===== config.mk =====
export PLATFORM = sky130hd
export DESIGN_NAME = intersection_scheduler
export DESIGN_NICKNAME = d
export VERILOG_FILES = /design/src/rtl/intersection_pkg.sv /design/src/rtl/intersection_scheduler_phase_timer.sv /design/src/rtl/intersection_scheduler.sv
export SDC_FILE = /design/constraint.sdc
export NUM_CORES = 1
export LEC_CHECK = 0
export CAP_MARGIN = 10
export CORE_MARGIN = 4
export CORE_UTILIZATION = 45
export CTS_CLUSTER_DIAMETER = 50
export DETAILED_ROUTE_END_ITERATION = 8
export HOLD_SLACK_MARGIN = 0.12
export PLACE_DENSITY = 0.69
export SLEW_MARGIN = 30
export SYNTH_ARGS = -nofsm -noshare
export SYNTH_HDL_FRONTEND = slang
export SYNTH_SLANG_ARGS = --single-unit

===== constraint.sdc =====
create_clock -name clk -period 4.7 [get_ports clk]
set_clock_uncertainty 0.05 [all_clocks]
set_input_delay 1.175 -clock clk [delete_from_list [all_inputs] [get_ports clk]]
set_output_delay 1.175 -clock clk [all_outputs]
set_load 0.02 [all_outputs]

===== src/rtl/intersection_pkg.sv =====
// Shared state encodings, default phase durations and timer sizing helpers
// for the intersection scheduler.
package intersection_pkg;

  typedef enum logic [2:0] {
    CLR_TO_NS = 3'd0,
    NS_GREEN  = 3'd1,
    NS_YELLOW = 3'd2,
    CLR_TO_EW = 3'd3,
    EW_GREEN  = 3'd4,
    EW_YELLOW = 3'd5,
    PED_WALK  = 3'd6
  } state_t;

  localparam int DEF_GREEN_MIN    = 5;
  localparam int DEF_GREEN_MAX    = 20;
  localparam int DEF_YELLOW_TIME  = 3;
  localparam int DEF_ALL_RED_TIME = 1;
  localparam int DEF_WALK_TIME    = 8;

  function automatic int max_time(input int a, input int b, input int c,
                                  input int d, input int e);
    int m;
    m = a;
    if (b > m) m = b;
    if (c > m) m = c;
    if (d > m) m = d;
    if (e > m) m = e;
    return m;
  endfunction

  // Bits needed so the timer can hold the longest duration without wrapping.
  function automatic int timer_width(input int longest);
    return (longest < 2) ? 1 : $clog2(longest + 1);
  endfunction

endpackage


===== src/rtl/intersection_scheduler_phase_timer.sv =====
// Per-phase tick counter: cleared on state entry, saturating on tick_1s,
// flags the tick that completes the current phase duration.
module phase_timer #(
  parameter int TW = 5
) (
  input  logic          clk,
  input  logic          rst,
  input  logic          clr,
  input  logic          tick,
  input  logic [TW-1:0] limit,
  output logic [TW-1:0] count,
  output logic          done
);

  // A tick landing in the clear cycle is dropped so a boundary never counts twice.
  assign done = tick & ~clr & (count == (limit - 1'b1));

  always_ff @(posedge clk) begin
    if (rst) begin
      count <= '0;
    end else if (clr) begin
      count <= '0;
    end else if (tick && (count != '1)) begin
      count <= count + 1'b1;
    end
  end

endmodule


===== src/rtl/intersection_scheduler.sv =====
// Two-road intersection scheduler with green/yellow/all-red sequencing and
// gap-out; pedestrian walk phase present only when INTERSECTION_PED_EN is defined.
module intersection_scheduler
  import intersection_pkg::*;
#(
  parameter int GREEN_MIN    = DEF_GREEN_MIN,
  parameter int GREEN_MAX    = DEF_GREEN_MAX,
  parameter int YELLOW_TIME  = DEF_YELLOW_TIME,
  parameter int ALL_RED_TIME = DEF_ALL_RED_TIME,
  parameter int WALK_TIME    = DEF_WALK_TIME,
  parameter int TW           = timer_width(max_time(GREEN_MIN, GREEN_MAX, YELLOW_TIME,
                                                    ALL_RED_TIME, WALK_TIME))
) (
  input  logic       clk,
  input  logic       rst,
  input  logic       tick_1s,
  input  logic       car_ns,
  input  logic       car_ew,
  input  logic       ped_req,
  output logic       ns_red,
  output logic       ns_yellow,
  output logic       ns_green,
  output logic       ew_red,
  output logic       ew_yellow,
  output logic       ew_green,
  output logic       walk,
  output logic       ped_pending,
  output logic [2:0] phase,
  output logic       timer_clr
);

  state_t        state, state_next;
  logic [TW-1:0] count, limit;
  logic          done, tick_ok, ped_demand, ped_target;
  logic          ns_exit, ew_exit, past_min;

  phase_timer #(.TW(TW)) u_timer (
    .clk   (clk),
    .rst   (rst),
    .clr   (timer_clr),
    .tick  (tick_1s),
    .limit (limit),
    .count (count),
    .done  (done)
  );

`ifdef INTERSECTION_PED_EN
  assign ped_demand = ped_pending;
`else
  logic unused_ped;
  assign ped_demand = 1'b0;
  assign unused_ped = ped_req;
`endif

  assign tick_ok  = tick_1s & ~timer_clr;
  assign past_min = (count >= TW'(GREEN_MIN - 1)) | (count >= TW'(GREEN_MAX - 1));
  assign ns_exit  = tick_ok & past_min & (car_ew | ped_demand);
  assign ew_exit  = tick_ok & past_min & (car_ns | ped_demand);

  always_comb begin
    limit = TW'(ALL_RED_TIME);
    case (state)
      NS_YELLOW, EW_YELLOW: limit = TW'(YELLOW_TIME);
      PED_WALK:             limit = TW'(WALK_TIME);
      default:              limit = TW'(ALL_RED_TIME);
    endcase
  end

  always_comb begin
    state_next = state;
    case (state)
      CLR_TO_NS: if (done) state_next = ped_demand ? PED_WALK : NS_GREEN;
      NS_GREEN:  if (ns_exit) state_next = NS_YELLOW;
      NS_YELLOW: if (done) state_next = CLR_TO_EW;
      CLR_TO_EW: if (done) state_next = ped_demand ? PED_WALK : EW_GREEN;
      EW_GREEN:  if (ew_exit) state_next = EW_YELLOW;
      EW_YELLOW: if (done) state_next = CLR_TO_NS;
      // Walk returns to the clearance it interrupted, which then grants that road.
      PED_WALK:  if (done) state_next = ped_target ? CLR_TO_EW : CLR_TO_NS;
      default:   state_next = CLR_TO_NS;
    endcase
  end

  always_ff @(posedge clk) begin
    if (rst) begin
      state       <= CLR_TO_NS;
      phase       <= 3'd0;
      timer_clr   <= 1'b1;
      ns_red      <= 1'b1;
      ns_yellow   <= 1'b0;
      ns_green    <= 1'b0;
      ew_red      <= 1'b1;
      ew_yellow   <= 1'b0;
      ew_green    <= 1'b0;
      walk        <= 1'b0;
      ped_pending <= 1'b0;
      ped_target  <= 1'b0;
    end else begin
      state     <= state_next;
      phase     <= state_next;
      timer_clr <= (state_next != state);
      ns_green  <= (state_next == NS_GREEN);
      ns_yellow <= (state_next == NS_YELLOW);
      ns_red    <= (state_next != NS_GREEN) && (state_next != NS_YELLOW);
      ew_green  <= (state_next == EW_GREEN);
      ew_yellow <= (state_next == EW_YELLOW);
      ew_red    <= (state_next != EW_GREEN) && (state_next != EW_YELLOW);
`ifdef INTERSECTION_PED_EN
      walk <= (state_next == PED_WALK);
      // Entering the walk serves the request, even if the button is still held.
      if ((state_next == PED_WALK) && (state != PED_WALK)) begin
        ped_pending <= 1'b0;
        ped_target  <= (state == CLR_TO_EW);
      end else if (ped_req && (state != PED_WALK)) begin
        ped_pending <= 1'b1;
      end
`else
      walk        <= 1'b0;
      ped_pending <= 1'b0;
      ped_target  <= 1'b0;
`endif
    end
  end

endmodule


# ---- Yosys cells after proc, flatten, opt, wreduce, memory -nomap -nowiden
# Cells that the tools add are included.
dict set report word_totals {
  output_inout_bits 12
  word_cells 52
  regBits 15
}
dict set report classes {
  magnitude_cmp 2
  reduce_logical 7
  n_eq_ne 17
  muxes 8
  bitwise 7
  add_sub_neg 2
}
# operator count
set ops {}
lappend ops {{3-bit two-way mux} 6}
lappend ops {{3-bit one-hot mux with 6 select lines} 1}
lappend ops {{3-bit equality test, second input constant} 5}
lappend ops {{3-bit by 2-bit equality test with 1-bit output, second input constant} 3}
lappend ops {{4-bit one-hot mux with 2 select lines} 1}
lappend ops {{3-bit by 1-bit equality test with 1-bit output, second input constant} 2}
lappend ops {{3-bit != test, second input constant} 2}
lappend ops {{2-bit OR reduction} 3}
lappend ops {{5-bit by 1-bit adder with 5-bit output, second input constant} 1}
lappend ops {{1-bit bitwise AND} 5}
lappend ops {{5-bit equality test} 1}
lappend ops {{5-bit by 3-bit greater-or-equal comparator with 1-bit output, second input constant} 1}
lappend ops {{5-bit greater-or-equal comparator, second input constant} 1}
lappend ops {{5-bit != test, second input constant} 1}
lappend ops {{4-bit by 1-bit subtractor with 5-bit output, second input constant} 1}
lappend ops {{1-bit logical AND} 3}
lappend ops {{3-bit logical NOT} 1}
lappend ops {{3-bit by 1-bit != test with 1-bit output, second input constant} 1}
lappend ops {{3-bit by 2-bit != test with 1-bit output, second input constant} 1}
lappend ops {{3-bit != test} 1}
lappend ops {{1-bit NOT} 1}
lappend ops {{1-bit bitwise OR} 1}

# ---- Depth between registers and ports, before layout
# Gate-level depths: netlist of run 1.
dict set report logic_depth {
  depth_word 10
  mapped_depth 8
}

# ---- Hierarchy
# From an unflattened synthesis of run 1, not the netlist that was laid out.
dict set report unflattened {
  hier_cells 108
  hier_area_um2 950.9
}
# module seq_area_each_um2 cells_each n_inst area_each_um2
set modules_own_cells {}
lappend modules_own_cells {intersection_scheduler 200.2 68 1 559.3}
lappend modules_own_cells {phase_timer 100.1 40 1 391.6}

# ---- Worst setup path after synthesis of run 1
# OpenSTA, ideal clock, no wires.
dict set report synth_path {
  path_type {input -> register}
  start {in tick_1s}
  end {reg ew_green}
  n_path_buf 0
  path_slack_ns 2.362
  stages 5
  arrival_time_ns 2.222
  cell_sequence {nor4b_4 nand2_2 a22o_1 a211oi_1 nor2b_1}
}
dict set report synth_via {
  elab_chain_cells 6
  word_cells_on_any_way 13
  classes_between {1 x eq/ne; 7 x mux; 5 x bitwise}
}
# element line_no
set synth_lines {}
lappend synth_lines {{start: declaration} intersection_scheduler.sv:16} ;# input logic tick_1s,
lappend synth_lines {{1-bit bitwise AND *} {intersection_scheduler_phase_timer.sv:16, intersection_scheduler.sv:55}}
lappend synth_lines {{1-bit bitwise AND} {intersection_scheduler.sv:57, intersection_scheduler.sv:58}}
lappend synth_lines {{1-bit bitwise AND, on equally long branches} {intersection_scheduler.sv:58, intersection_scheduler.sv:57}}
lappend synth_lines {{3-bit two-way mux, on equally long branches} {intersection_scheduler.sv:76, intersection_scheduler.sv:73}}
lappend synth_lines {{3-bit one-hot mux with 6 select lines *} intersection_scheduler.sv:71} ;# case (state)
lappend synth_lines {{3-bit equality test *} intersection_scheduler.sv:105} ;# ew_green <= (state_next == EW_GREEN);
lappend synth_lines {{end signal: assignment} intersection_scheduler.sv:105}
lappend synth_lines {{end: declaration} intersection_scheduler.sv:25} ;# output logic ew_green,
# Mark *: on every way between the ends. The rest lies on a longest branch, timed or not.
# A chain may end at the register's enable or synchronous reset.

==> metrics.csv, run 1 <==
stage,metric,value,unit
pwr,p_sw_frac,0.343,
logic_synthesis,synth-seq-cells,15,
setup_path,crit_type,flip-flop to output port,
clock_network,postCtsSetupRepairBufs,0,
pwr,vdd_ir_drop_max,0.170,mV
floorplan,io_pins,18,
job,maxCapViolCount,0,
logic_synthesis,synth-edff-count,0,
pwr,power_frac_comb,0.296,
setup_path,cpLargestDelayFamily,buffers and inverters,
setup_path,cpMaxStageDelayCell,clkdlybuf4s50_1,
setup_path,cp_max_fo,19,
pwr,p_seq_frac,0.481,
detailed_routing,drt_wl_total,1990,µm
floorplan,die_h,54.2,µm
setup_path,cp-start-kind,flip-flop,
clock_network,htree_levels,1,
pwr,clkPwrFrac,0.223,
logic_synthesis,syn-cell-area,958,µm²
clock_network,cts_root_buf,clkbuf_4,
timing,tns,0,ns
detailed_routing,via_per_inst,5.81,
floorplan,die_w,54.2,µm
min_path,worstHoldStart,u_timer.count[4],
clock_network,clkSinkCount,15,
detailed_routing,drt_iter0_markers,15,
logic_synthesis,ys_top_cells_by_count,"15 x dfxtp_1, 8 x nor2_1, 6 x nor3_1",
setup_path,slowest_delay,0.72,ns
floorplan,start_util,0.479,
global_routing,overflow,0,
logic_synthesis,synth_most_common_cell,dfxtp_1,
finish,final-seq-area,300,µm²
global_routing,grt_pass1_vias,764,
timing,maxSlewViolCount,0,
logic_synthesis,synth_area_leaders,"dfxtp_1 31%, ha_1 3.9%, nand4_1 3.3%, nor3_1 3.1%, nor2_1 3.1%",
detailed_routing,dr_total_vias,877,
setup_path,cp.buffers_inverters,1,
finish,n_fill_cell,199,
floorplan,rows,16,
clock_network,cts_buffers,3,
global_routing,grt_max_degree,20,
logic_synthesis,yosys_most_used_dff,dfxtp_1,
finish,finish.net_count,134,
setup_path,crit_chain,clkdlybuf4s50_1,
clock_network,cts_resized,0,
logic_synthesis,async_flop_share,0,
logic_synthesis,seq_area_frac_synth,0.313,
pwr,internal-power,0.000220,W
clock_network,cts_hold_buf,0,
detailed_routing,drc,0,
logic_synthesis,yosysUniqueCellTypes,43,
timing,hold_viol_final,0,
finish,diodes,0,
clock_network,worstSkewPairLatency,0.28,ns
global_routing,antenna_found_initial,0,
clock_network,clk_pin_slew,0.09,ns
logic_synthesis,netlist.area_leader.share,0.313,
finish,drive_above_1_share,0.0645,
logic_synthesis,netlist_instances,116,
finish,area_growth_syn_to_layout,14.9,%
pwr,switchingPower,0.000115,W
logic_synthesis,yosys.area.top_type,dfxtp_1,
detailed_routing,drt_pass1_iterations,4,
timing,post-route-period-util,0.621,
finish,multi_input_area,582,µm²
setup_path,required,3.47,ns
timing,max_freq,343,MHz
setup_path,critPathArrivalTime,1.69,ns
floorplan,core_area,2000,µm²
place,dp_hpwl,1460,µm
min_path,hold_path.class,flip-flop to flip-flop,
setup_path,r2r_start,state[0],
timing,max_slew_margin,0.620,
pwr,powerDensity,305,nW/µm²
timing,rsz0062_at_grt,false,
logic_synthesis,syn-mean-instance-area,8.26,µm²
run_status,status,completed,
clock_network,clock_path_buffers,2,
place,port_buffers,14,
timing,tightest_slew,0.569,ns
setup_path,startpoint,state[0],
setup_path,critPathCaptureType,output port,
global_routing,grtUsageTotal,0.157,
logic_synthesis,yosysWarningCount,0,
place,place.gp.congestion,0.888,
clock_network,cts_tree,done,
pwr,leakagePower,0.417,nW
pwr,power,0.000336,W
detailed_routing,wl_per_cell,13.2,µm
global_routing,grt_pass1_wl,3290,µm
floorplan,dieArea,2930,µm²
timing,finalCriticalPeriod,2.92,ns
timing,setup-violations-final,0,
detailed_routing,antenna_left,0,
[final timing paths]
check | endpoint | slack, ns | depth (start not counted)
min | u_timer.count[4] | 0.55 | 2
min reg2reg | u_timer.count[4] | 0.55 | 2
max reg2reg | ns_green | 2.57 | 5
max | phase[0] | 1.78 | 1
[placed cells by master (no fill, tap or decap), drive strengths merged, types with 2 or more instances in the layout]
cell type	synthesis	layout
nor2	8	8
conb	1	2
inv	5	5
and4b	2	2
and2	2	2
a21oi	5	5
nor2b	4	4
dfxtp	15	15
nor4bb	2	2
clkdlybuf4s50	0	14
a211oi	2	2
or3	2	2
ha	3	3
xor2	2	2
clkbuf	5	4
o21ai	5	5
nand3b	3	3
and3	5	5
nand2	6	6
nand2b	3	3
nand4	5	5
o211ai	3	3
nor3	6	6
a22o	2	2
nand3	3	3
[logic make-up after synthesis]
| logic type | synth area share |
|---|---|
| adders and majority gates | 0.0392 |
| DFF | 0.313 |
| xor gates and xnor gates | 0.0274 |
| other | 0.00391 |
| muxes | 0.0104 |
| AOI/OAI and AO/OA | 0.188 |
| buffers and inverters | 0.0835 |
| and+or+nand+nor | 0.334 |
[sequential cells by signal, indices dropped and copies added, names as in the netlist]
name,count
ns_red,1
ew_yellow,1
u_timer.count,5
ns_green,1
state,3
timer_clr,1
ns_yellow,1
ew_green,1
ew_red,1
[stage by stage]
step | instance area [µm²] | std cells | setup WS (ns) | hold WS [ns] | util
6_report | 1100 | 151 | 1.78 | 0.546 | 0.550
5_1_grt | 1100 | 151 | 1.69 | 0.593 | 0.550
4_1_cts | 1100 | 151 | 1.79 | 0.545 | 0.550
3_5_place_dp | 1070 | 147 | 1.62 | 0.528 | 0.537
3_3_place_gp | 1070 | 147 | 1.62 | 0.519 | 0.537
2_1_floorplan | 962 | 117 | 2.36 | 0.500 | -
[per-layer routing]
metal  part of all wire  track usage
met5                  0            0
met4              0.029        0.112
met3              0.067       0.0360
met2               0.47        0.247
met1               0.44        0.184
[final cells by class]
cell class | instances | area share
Tap cell | 27 | 0.0307
Inverter | 5 | 0.0170
Timing Repair Buffer | 14 | 0.127
Clock buffer | 4 | 0.0239
Sequential cell | 15 | 0.273
Multi-Input combinational cell | 86 | 0.528
[power by group through the flow]
stage               Clock [W]  Combinational [W]  Sequential [W]
finish              0.0000749          0.0000995        0.000161
global route        0.0000838           0.000109        0.000165
CTS                 0.0000763           0.000100        0.000161
detailed placement          0          0.0000995        0.000164
global placement            0          0.0000994        0.000164
floorplan                   0          0.0000666        0.000164
Note: power is estimated with default switching activity, not from simulation.
==> run 2: changes to the inputs <==
--- a/config.mk
+++ b/config.mk
@@ -11,7 +11,7 @@
 export CTS_CLUSTER_DIAMETER = 50
 export DETAILED_ROUTE_END_ITERATION = 8
 export HOLD_SLACK_MARGIN = 0.12
-export PLACE_DENSITY = 0.69
+export PLACE_DENSITY = 0.71
 export SLEW_MARGIN = 30
 export SYNTH_ARGS = -nofsm -noshare
 export SYNTH_HDL_FRONTEND = slang
==> constraint.sdc (replaced) <==
create_clock -name clk -period 2.65 [get_ports clk]
set_clock_uncertainty 0.05 [all_clocks]
set_input_delay 0.6625 -clock clk [delete_from_list [all_inputs] [get_ports clk]]
set_output_delay 0.6625 -clock clk [all_outputs]
set_load 0.02 [all_outputs]
==> run 2 against run 1 <==
Utilization is 1.1 points higher; first-iteration DRC count fell by 53%; wire length up 5.3%; critical path depth stayed put; critical path type unchanged; register-to-register slack worse by 2.0 ns; sequential power rose by 75%; die area is the same.
==> metrics.csv, run 2 (same netlist as run 1, synthesis figures left out) <==
stage,metric,value,unit,change
run_status,status,completed,,unchanged
min_path,whs_path_depth,2,,unchanged
setup_path,cp-start-kind,flip-flop,,unchanged
pwr,p_sw_frac,0.341,,was 0.343
timing,tns,0,ns,unchanged
pwr,powerDensity,537,nW/µm²,was 305 nW/µm²
min_path,min_to,u_timer.count[4],,unchanged
place,dpl-instance-area,1100,µm²,was 1070 µm²
detailed_routing,via_per_inst,5.86,,was 5.81
timing,setup-violations-final,0,,unchanged
floorplan,die_w,54.2,µm,unchanged
finish,finish.net_count,137,,was 134
floorplan,core_area,2000,µm²,unchanged
pwr,power_frac_comb,0.317,,was 0.296
finish,finalInstanceArea,1120,µm²,was 1100 µm²
clock_network,htree_levels,1,,unchanged
place,dp_hpwl,1600,µm,was 1460 µm
global_routing,grt_pass1_vias,879,,was 764
pwr,leakagePower,0.432,nW,was 0.417 nW
global_routing,overflow,0,,unchanged
finish,largest_register,u_timer.count,,unchanged
timing,tightest_slew,0.519,ns,was 0.569 ns
finish,layout_commonest_cell,dfxtp_1,,unchanged
detailed_routing,antenna_left,0,,unchanged
detailed_routing,wl_per_cell,13.6,µm,was 13.2 µm
pwr,clkPwrFrac,0.218,,was 0.223
min_path,worstHoldStart,u_timer.count[4],,unchanged
setup_path,r2r_cells,5,,unchanged
timing,rsz0062_at_grt,false,,unchanged
finish,largest_reg_flops,5,,unchanged
global_routing,antenna_found_initial,0,,unchanged
global_routing,grtUsageTotal,0.172,,was 0.157
setup_path,cpMaxStageDelayCell,clkdlybuf4s50_1,,unchanged
setup_path,r2r_start,state[2],,was state[0]
floorplan,die_h,54.2,µm,unchanged
pwr,vdd_ir_drop_max,0.291,mV,was 0.170 mV
clock_network,cts_hold_buf,0,,unchanged
detailed_routing,drt_iter0_markers,7,,was 15
timing,fin_hold_ws,0.571,ns,was 0.546 ns
detailed_routing,drt_pass1_iterations,4,,unchanged
setup_path,crit_type,flip-flop to output port,,unchanged
setup_path,reg2reg_to,ns_green,,unchanged
setup_path,crit_chain,clkdlybuf4s50_1,,unchanged
finish,final_cell_mix,"15 x dfxtp_1, 14 x clkdlybuf4s50_1, 8 x nor2_1",,unchanged
timing,maxSlewViolCount,0,,unchanged
clock_network,clock_path_buffers,2,,unchanged
detailed_routing,drt_wl_total,2100,µm,was 1990 µm
clock_network,worstSkewPairLatency,0.29,ns,was 0.28 ns
finish,drive_above_1_share,0.0866,,was 0.0645
clock_network,clk_pin_slew,0.09,ns,about the same
pwr,switchingPower,0.000206,W,was 0.000115 W
setup_path,critPathCaptureType,output port,,unchanged
clock_network,cts_tree,done,,unchanged
setup_path,reg2reg_setup_slack,0.57,ns,was 2.57 ns
min_path,hold_path.class,flip-flop to flip-flop,,unchanged
global_routing,grt_max_degree,17,,was 20
finish,reg_top3,"u_timer.count: 5 flops, state: 3 flops",,unchanged
place,place.gp.congestion,0.972,,was 0.888
detailed_routing,drc,0,,unchanged
global_routing,grt_pass1_wl,3620,µm,was 3290 µm
timing,finalCriticalPeriod,2.36,ns,
pwr,p_seq_frac,0.465,,was 0.481
floorplan,io_pins,18,,unchanged
timing,max_slew_margin,0.653,,was 0.620
clock_network,cts_resized,0,,unchanged
clock_network,clkSinkCount,15,,unchanged
clock_network,cts_buffers,3,,unchanged
pwr,internal-power,0.000397,W,was 0.000220 W
job,maxCapViolCount,0,,unchanged
setup_path,cp.buffers_inverters,1,,unchanged
place,port_buffers,14,,unchanged
clock_network,cts_root_buf,clkbuf_4,,unchanged
timing,max_freq,424,MHz,
setup_path,cpLargestDelayFamily,buffers and inverters,,unchanged
finish,diodes,0,,unchanged
timing,post-route-period-util,0.891,,
detailed_routing,dr_total_vias,903,,was 877
setup_path,cp_max_fo,16,,was 19
floorplan,rows,16,,unchanged
setup_path,required,1.94,ns,was 3.47 ns
setup_path,slowest_delay,0.70,ns,was 0.72 ns
floorplan,dieArea,2930,µm²,unchanged
clock_network,postCtsSetupRepairBufs,0,,unchanged
timing,hold_viol_final,0,,unchanged
finish,area_growth_syn_to_layout,17.2,%,was 14.9%
finish,fin_util,0.561,,was 0.550
setup_path,critPathArrivalTime,1.65,ns,was 1.69 ns
floorplan,start_util,0.479,,unchanged
==> run 2: cell types whose count changed in the layout (fill, tap and decap cells not counted) <==
cell   delta
buf_4     +3
==> run 2: power by group through the flow <==
stage | Sequential (W) | Clock [W] | Combinational [W]
final | 0.000281 | 0.000131 | 0.000191
after global routing | 0.000286 | 0.000149 | 0.000211
after CTS | 0.000281 | 0.000140 | 0.000191
after detailed placement | 0.000287 | 0 | 0.000190
after global placement | 0.000284 | 0 | 0.000188
after floorplan | 0.000290 | 0 | 0.000118
==> run 2: through the flow <==
step	setup WS (ns)	total power [W]	cells
after floorplan	0.818	0.000408	117
after global placement	0.267	0.000472	150
after detailed placement	0.199	0.000477	150
after CTS	0.283	0.000612	154
after global routing	0.212	0.000646	154
final	0.290	0.000603	154
==> run 2: worst register-to-register path, stage by stage (launching register included) <==
cell and delay (ns):
dfxtp_1 0.66, nand3b_1 0.17, a311oi_1 0.46, o211ai_1 0.19, a32o_1 0.29, and2_1 0.15
==> run 2: area by class of cell <==
cell class,instances,area (µm²)
fillers,192,878
flip-flops and latches,15,300
multi-input cells,86,582
repair buffers,17,163
clock buffers,4,26.3
inverters,5,18.8
well taps,27,33.8
==> run 2: per-layer routing <==
layer / vias to the layer above / global-route usage / share of wire
met2: 29 / 0.287 / 0.50
met1: 423 / 0.185 / 0.42
met4: 0 / 0.0996 / 0.017
li1: 444 / - / -
met5: - / 0 / 0
met3: 7 / 0.0637 / 0.062
==> run 2: worst max-delay path by stage <==
stage,depth (start not counted),endpoint,start
detailed placement,7,ew_green,tick_1s
global route,1,phase[2],state[2]
finish,1,phase[2],state[2]
global placement,7,ew_green,tick_1s
floorplan,6,ns_green,state[0]
CTS,1,phase[2],state[2]
==> patch, RTL diff (config.mk and constraints of run 2) <==
Build with the macro `INTERSECTION_PED_EN` defined.
--- a/src/rtl/intersection_scheduler.sv
+++ b/src/rtl/intersection_scheduler.sv
@@ -1,5 +1,7 @@
 // Two-road intersection scheduler with green/yellow/all-red sequencing and
 // gap-out; pedestrian walk phase present only when INTERSECTION_PED_EN is defined.
+`define INTERSECTION_PED_EN
+
 module intersection_scheduler
   import intersection_pkg::*;
 #(
Function: changed (a bounded check fails within 4 cycles, from zero or initial values and one cycle with rst high).
==> patch against run 2 <==
  * Sequential cell count up 3
  * Synthesized cell count rose by 5.2%
  * Cell count increased by 16%
  * Via count grew 11%
  * Routed wire length is 20% higher
  * Worst setup slack got worse by 110 ps
  * Final area grew 20%
  * Area after synthesis up 6.4%
  * Power rose by 24%
  * Fmax fell by 4.6%
  * Critical path type is now input pin to flop
  * Critical endpoint is now ns_red
  * Largest power group unchanged
  * Highest routed layer unchanged
==> patch: results (changes against run 2) <==
* Launch point of the worst reg-to-reg path: u_timer.count[0]
* 1st-iter DRT viols at 23 (+16)
* Clk slew on worst S/H paths at approximately 100 ps
* Worst Tran Pin Value at 498 ps (-21.3 ps)
* Hold_sp: ped_target
* DRT Wirelength at 2510 µm (+20%)
* Total vias in the final route at 1,000 (+11%)
* Hold path endpoint: ped_target
* Seq/Total Area, Yosys at 35.3% (+4.0 points)
* Static Leak at 0.524 nW (+21%)
* GRT Resource Usage Total at 17.8% (+0.58 points)
* Synth area leaders: dfxtp_1 (35%), nor2_1 (4.8%), nor3_1 (3.9%)
* R2R depth at 7 (+2)
* Largest net degree at the start of global routing at 15 (-2)
* Post-DP HPWL at 1910 µm (+19%)
* First-pass GRT wire length at 4510 µm (+25%)
* Number of global-route vias before repair at 956 (+8.8%)
* Run status: finished, final reports clean
* Nets at 161 (+18%)
* Post-Syn Area per Cell at 8.36 µm² (+1.2%)
* Yosys cell types at 45 (+4.7%)
* Per-cell routed wire length at 14.1 µm (+3.7%)
* Crit-path max FO at 3 (-13)
* Drt pass-1 iters at 4 (unchanged)
* Worst path arrival time at 2620 ps (+970 ps)
* Most frequent cells after synthesis: dfxtp_1 (18), nor2_1 (13), nand2_1 (8), nor3_1 (8)
* Share of cells above drive strength 1 at 17.9% (+9.2 points)
* # fillers at 175 (-8.9%)
* GPL Wtd Cong at 0.935 (-3.7%)
* Placed insts at 174 (+16%)
* Reg2reg end: ns_red
* Sw power at 0.243 mW (+18%)
* Smallest hold slack at 528 ps (-43.9 ps)
-- patch: changes by cell type after synthesis, sizes merged, moves of 3 or more --
cell,change
dfxtp,+3
nor2,+5
buf,-5
nand4,-4
and3,-4
-- patch: worst max-delay path by stage --
stage,start,to,slack (ps)
final,tick_1s,ns_red,180
after global routing,tick_1s,ped_pending,20
after CTS,tick_1s,ns_red,190
after detailed placement,tick_1s,ns_red,-130
after global placement,tick_1s,ped_pending,-110
after floorplan,tick_1s,ns_red,350
-- patch: layout make-up --
| class | count | area [µm²] | area share [%] |
|---|---|---|---|
| repair buffers | 32 | 283 | 21.0 |
| flip-flops and latches | 18 | 360 | 26.8 |
| clock buffers | 4 | 36.3 | 2.70 |
| multi-input cells | 91 | 609 | 45.3 |
| inverters | 6 | 22.5 | 1.67 |
| well taps | 27 | 33.8 | 2.51 |
-- patch: stage by stage --
stage               total power [mW]  area [µm²]  setup WS (ps)
floorplan                      0.471        1020            352
CTS                            0.753        1350            187
global route                   0.794        1350           18.9
detailed placement             0.585        1310           -130
global placement               0.583        1310           -114
finish                         0.748        1350            177
-- patch: cell families (layout without fill, tap and decap cells) --
group	count (synthesis)	after routing	share of synthesized area [%]
mux	4	4	4.42
xor+xnor	4	4	3.44
buf+inv	13	42	4.91
fa+ha+maj	3	3	3.68
compound gates	28	28	20.5
flops	18	18	35.3
simple gates	52	52	27.7
-- patch: critical path: stages --
cell and delay, ps:
clkdlybuf4s50_1 490, nor4b_2 230, inv_1 140, or4_1 530, o211ai_2 90, o21ai_2 90, or2_1 220, a21o_1 170
-- patch: power by group through the flow --
stage | Sequential, mW | Clock, mW | Combinational (mW)
after floorplan | 0.340 | 0 | 0.131
after global placement | 0.321 | 0 | 0.262
after detailed placement | 0.320 | 0 | 0.265
after CTS | 0.314 | 0.171 | 0.268
after global routing | 0.319 | 0.182 | 0.293
final | 0.315 | 0.166 | 0.268
-- patch: per-layer routing --
layer | share of wire (%) | vias to the layer above | track usage, %
met5 | 0 | - | 0
met4 | 2.4 | 0 | 9.38
met3 | 6.0 | 7 | 2.55
met2 | 45 | 45 | 26.7
met1 | 47 | 454 | 24.5
li1 | - | 494 | -
